$ cat config.mk
export PLATFORM = sky130hd
export DESIGN_NAME = sw_scan_ctrl
export DESIGN_NICKNAME = d
export VERILOG_FILES = /design/src/rtl/sw_scan_ctrl.sv
export SDC_FILE = /design/constraint.sdc
export NUM_CORES = 1
export LEC_CHECK = 0
export ABC_AREA = 1
export BUFFER_PORTS_ARGS = -buffer_cell sky130_fd_sc_hd__buf_2
export CAP_MARGIN = 20
export CORE_MARGIN = 4
export CORE_UTILIZATION = 25
export DETAILED_ROUTE_END_ITERATION = 7
export PLACE_DENSITY = 0.44
export RECOVER_POWER = 50
export SLEW_MARGIN = 20
export SYNTH_ARGS = -nofsm -noshare
export SYNTH_HDL_FRONTEND = slang
export SYNTH_SLANG_ARGS = --single-unit
$ cat constraint.sdc
create_clock -name CLK -period 3.7 [get_ports CLK]
set_clock_uncertainty 0.15 [all_clocks]
set_input_delay 0.74 -clock CLK [delete_from_list [all_inputs] [get_ports CLK]]
set_output_delay 0.74 -clock CLK [all_outputs]
set_load 0.005 [all_outputs]
$ cat src/rtl/sw_scan_ctrl.sv
// Switch-to-display scan controller: sequential double-dabble BCD conversion,
// leading-zero blanking and 4-digit time multiplexing into display_num.
module sw_scan_ctrl #(
  parameter int unsigned SCAN_DIV = 5,
  parameter int unsigned W        = 13
) (
  input  logic         CLK,
  input  logic         RST,
  input  logic [W-1:0] SW,
  input  logic [3:0]   dp_en,
  output logic [3:0]   posb,
  output logic [3:0]   num,
  output logic         dp,
  output logic         busy
);

  localparam int unsigned CNT_W  = 16;
  localparam int unsigned BCD_W  = 16;
  localparam int unsigned ITER_W = $clog2(W + 1);
  localparam logic [3:0]  NUM_BLANK = 4'd10;

  typedef enum logic [1:0] {
    IDLE  = 2'd0,
    SHIFT = 2'd1,
    DONE  = 2'd2
  } state_t;

  logic [CNT_W-1:0]  cnt;
  logic [1:0]        pos;

  state_t            state_q, state_d;
  logic [W-1:0]      bin_q, bin_d;
  logic [BCD_W-1:0]  bcd_q, bcd_d;
  logic [ITER_W-1:0] iter_q, iter_d;
  logic [W-1:0]      last_sw_q, last_sw_d;
  logic              force_q, force_d;
  logic [BCD_W-1:0]  digits_q, digits_d;

  logic [BCD_W-2:0]  bcd_adj;
  logic              blank1, blank2, blank3;
  logic [3:0]        digit_code;

  // Scan timebase: each digit position is held for SCAN_DIV+1 cycles.
  always_ff @(posedge CLK) begin
    if (RST) begin
      cnt <= '0;
      pos <= '0;
    end else if (cnt == CNT_W'(SCAN_DIV)) begin
      cnt <= '0;
      pos <= pos + 2'd1;
    end else begin
      cnt <= cnt + 16'd1;
    end
  end

  // Nibble 3 never needs the +3 step: its final value is <= 9, so it is <= 4 before any shift.
  always_comb begin
    bcd_adj = bcd_q[BCD_W-2:0];
    for (int i = 0; i < 3; i++) begin
      if (bcd_q[4*i +: 4] >= 4'd5) begin
        bcd_adj[4*i +: 4] = bcd_q[4*i +: 4] + 4'd3;
      end
    end
  end

  // Converter state register.
  always_ff @(posedge CLK) begin
    if (RST) begin
      state_q   <= IDLE;
      bin_q     <= '0;
      bcd_q     <= '0;
      iter_q    <= '0;
      last_sw_q <= '0;
      force_q   <= 1'b1;
      digits_q  <= '0;
      busy      <= 1'b0;
    end else begin
      state_q   <= state_d;
      bin_q     <= bin_d;
      bcd_q     <= bcd_d;
      iter_q    <= iter_d;
      last_sw_q <= last_sw_d;
      force_q   <= force_d;
      digits_q  <= digits_d;
      busy      <= (state_d != IDLE);
    end
  end

  // Converter next-state logic; display digits change only on a completed conversion.
  always_comb begin
    state_d   = state_q;
    bin_d     = bin_q;
    bcd_d     = bcd_q;
    iter_d    = iter_q;
    last_sw_d = last_sw_q;
    force_d   = force_q;
    digits_d  = digits_q;
    case (state_q)
      IDLE: begin
        if (force_q || (SW != last_sw_q)) begin
          bin_d     = SW;
          last_sw_d = SW;
          force_d   = 1'b0;
          bcd_d     = '0;
          iter_d    = '0;
          state_d   = SHIFT;
        end
      end
      SHIFT: begin
        {bcd_d, bin_d} = {bcd_adj, bin_q, 1'b0};
        iter_d         = iter_q + ITER_W'(1);
        if (iter_q == ITER_W'(W - 1)) begin
          state_d = DONE;
        end
      end
      DONE: begin
        digits_d = bcd_q;
        state_d  = IDLE;
      end
      default: begin
        state_d = IDLE;
      end
    endcase
  end

  // Leading-zero blanking and digit selection for the current scan position.
  always_comb begin
    blank3     = (digits_q[15:12] == 4'd0);
    blank2     = blank3 && (digits_q[11:8] == 4'd0);
    blank1     = blank2 && (digits_q[7:4] == 4'd0);
    digit_code = digits_q[3:0];
    case (pos)
      2'd0: digit_code = digits_q[3:0];
      2'd1: digit_code = blank1 ? NUM_BLANK : digits_q[7:4];
      2'd2: digit_code = blank2 ? NUM_BLANK : digits_q[11:8];
      2'd3: digit_code = blank3 ? NUM_BLANK : digits_q[15:12];
      default: digit_code = NUM_BLANK;
    endcase
  end

  // Registered drive to display_num, one cycle behind pos.
  always_ff @(posedge CLK) begin
    if (RST) begin
      posb <= 4'b1111;
      num  <= NUM_BLANK;
      dp   <= 1'b0;
    end else begin
      posb <= ~(4'b0001 << pos);
      num  <= digit_code;
      dp   <= dp_en[pos];
    end
  end

endmodule

==> summary.txt <==
LEAKAGE: 1.93 nW
Mapped Area: 0.00437 mm2
Area of the multi-input gates: 0.00207 mm2
Max incr delay on CP: 1570 ps
#FFs+latches synth: 93
Tot GR Track Use: 0.106
CP endpoint kind: flop
Post-synthesis mux area share: 0
Largest family of logic cells by synthesized area: simple AND/OR/NAND/NOR gates
Hold/Removal Path Class: flop to flop
Congestion Overflow GR: 0
Worst setup margin: 1060 ps
Area Overhead vs Synth: 12.5%
Critical Path AT: 2720 ps
Largest net degree at the start of global routing: 45
Crit path time final: 2640 ps
Relative slew slack: -0.482
Post-synthesis simple-gate area fraction: 0.256
CP top delay family: buffers and inverters
Status: complete, but fails checks
Synth Area in Compound Gates: 0.168
Die Footprint: 0.0197 mm2
Synthesized area per cell: 7.11 um2
Initial Util: 0.254
Post-synthesis adder-cell area fraction: 0.0429
Register Area: 0.00186 mm2
Pre-antenna DRT Iters: 5
Rows: 48
Chip height: 140 um
Worst Tran Pin Value: 2220 ps
Worst Path Class, Setup: primary input to flop
Bufs and invs on worst path: 2
CTS tree: done
Clock slew at reported path FFs: 60 ps
RSZ-0062 raised after global routing: no
CP Data Required Time: 3790 ps
Antenna Cells: 0
DRC Markers: 0
Pwr/cell area: 417 mW/mm2
Number of endpoints failing setup at the final stage: 0
Post-synthesis sequential area ratio: 0.426
Max Cap Violations: 1
WL per Instance: 11.7 um
Number of fill cells: 1872
H-tree depth: 3
FFs w/ async S/R, synth: 0
GP Congestion: 0.763
Synth cell types: 27
Synth Instances: 615
Port buffer count: 28
Postcts setup bufs: 0
Die X: 140 um
Nets: 666
Detailed placer's ending HPWL: 6940 um
Mapped Nets: 649
First-pass GRT wire length: 17200 um
Post-synth EDFFs: 0
Slowest stage cell, crit path: clkbuf_1
Count of pins over their slew limit: 45
Share of the clock period used by the worst path: 0.713
Io pins: 29
Crit path cell chain: buf_2 -> clkbuf_1 -> a31oi_1 -> and3_1
Share of layout cells above drive strength 1: 0.0706
Core ar.: 0.0172 mm2
Design Area, Final: 0.00492 mm2
Top FF cell, synth: dfxtp_1
Peak supply drop: 261 uV
Element type at the critical path start: primary input
Routed wire length: 10100 um
Hold-fix buffers, CTS: 0
Place WS: 949 ps
Final hold violations: 0
Via count: 3826
Vias in the first global route: 3576
Sink Count: 93
Clock root cell: clkbuf_16
Clk buf depth: 2
Setup_tns: 0 ps
Cell Area, Placed: 0.00468 mm2
YS warnings: 0
Fmax: 0.379 GHz
DRT antenna net count: 0
Clk_lat worst skew: 350 ps
Initial antenna violation count: 0
Xor/xnor cell area share of the yosys netlist: 0.00601
Cts bufs inserted: 9
Post-CTS Resized: 0
Failing checks: capacitance limit, slew limit
DRT iter0 DRCs: 242
Via/cell ratio: 4.44
CP max FO: 44
[power breakdown]
part           switching [mW]  total, mW  internal (mW)  leakage [nW]
combinational           0.114      0.171         0.0569          1.05
sequential             0.0200       1.05           1.03         0.758
clock                   0.373      0.828          0.455         0.125
total                   0.508       2.05           1.55          1.93
[stage by stage]
| step | std cells | utilization | power [mW] | hold slack (ps) |
|---|---|---|---|---|
| after floorplan | 615 | - | 1.20 | 281 |
| after global placement | 846 | 0.272 | 1.25 | 300 |
| after detailed placement | 846 | 0.272 | 1.25 | 308 |
| after CTS | 862 | 0.286 | 2.10 | 319 |
| after global routing | 862 | 0.285 | 2.17 | 344 |
| final | 862 | 0.285 | 2.05 | 313 |
[synthesized netlist by cell type, types with 2 or more instances]
cell / n / area [um2]
dfxtp_1: 93 / 1860
o21ai_0: 52 / 260
o22ai_1: 3 / 18.8
nand2_4: 2 / 22.5
inv_1: 76 / 285
a21oi_1: 76 / 380
nor3_1: 10 / 50.1
nand2_1: 136 / 510
nor3b_1: 3 / 22.5
nor2_1: 34 / 128
buf_2: 7 / 35.0
o211ai_1: 4 / 30.0
xor2_1: 3 / 26.3
buf_6: 5 / 56.3
o21ai_2: 2 / 17.5
a31oi_1: 3 / 18.8
ha_1: 15 / 188
nor2_2: 2 / 12.5
clkbuf_1: 14 / 52.6
nand3_1: 61 / 305
nand4_1: 8 / 50.1
[final cells by class]
cell class | count | share of cell area
inverter | 77 | 0.0588
clock buffer | 14 | 0.0496
tap | 225 | 0.0573
multi-input combinational | 418 | 0.421
clock inverter | 2 | 0.00204
timing repair buffer | 33 | 0.0331
sequential | 93 | 0.379
[worst paths after layout]
check / start / end / slack, ps / depth (start not counted)
worst min register to register: cnt[14] / cnt[14] / 310 / 2
worst max-delay path: RST / iter_q[2] / 1060 / 4
worst min-delay path: cnt[14] / cnt[14] / 310 / 2
worst max register to register: last_sw_q[12] / bin_q[2] / 1430 / 11
[cell usage in the layout (no fill, tap or decap), drive strengths merged, types with 4 or more instances in the layout]
cell type  netlist  final
buf             13     25
dfxtp           93     93
nand2          139    139
ha              15     15
clkbuf          14     22
nand3           61     61
a21oi           77     77
inv             77     77
nor2            36     36
o21ai           54     54
nand4            8      8
o211ai           4      4
nor3            10     10
[worst min-delay path, delay by kind of cell (launching register included)]
kind / cells / cell delay, ps
flops: 1 / 310
simple gates: 1 / 60
compound gates: 1 / 50
[logic make-up (layout without fill, tap and decap cells)]
group           Yosys count  in the layout
buf+inv                 104            126
xor+xnor                  3              3
fa+ha+maj                15             15
simple gates            259            259
flops                    93             93
compound gates          141            141
[sequential cells by signal (all words and copies together), names as in the netlist]
signal     cells
dp             1
iter_q         4
last_sw_q     13
posb           4
bin_q         13
busy           1
bcd_q         16
digits_q      16
cnt           16
state_q        2
pos            2
num            4
force_q        1
[routing by layer]
layer	share of wire	global-route usage	vias up
met4	0.019	0.0428	0
met1	0.50	0.140	1714
met2	0.44	0.165	53
met5	0	0	-
met3	0.037	0.0290	15
li1	-	-	2044
No activity file was read; power rests on OpenSTA's default activity.
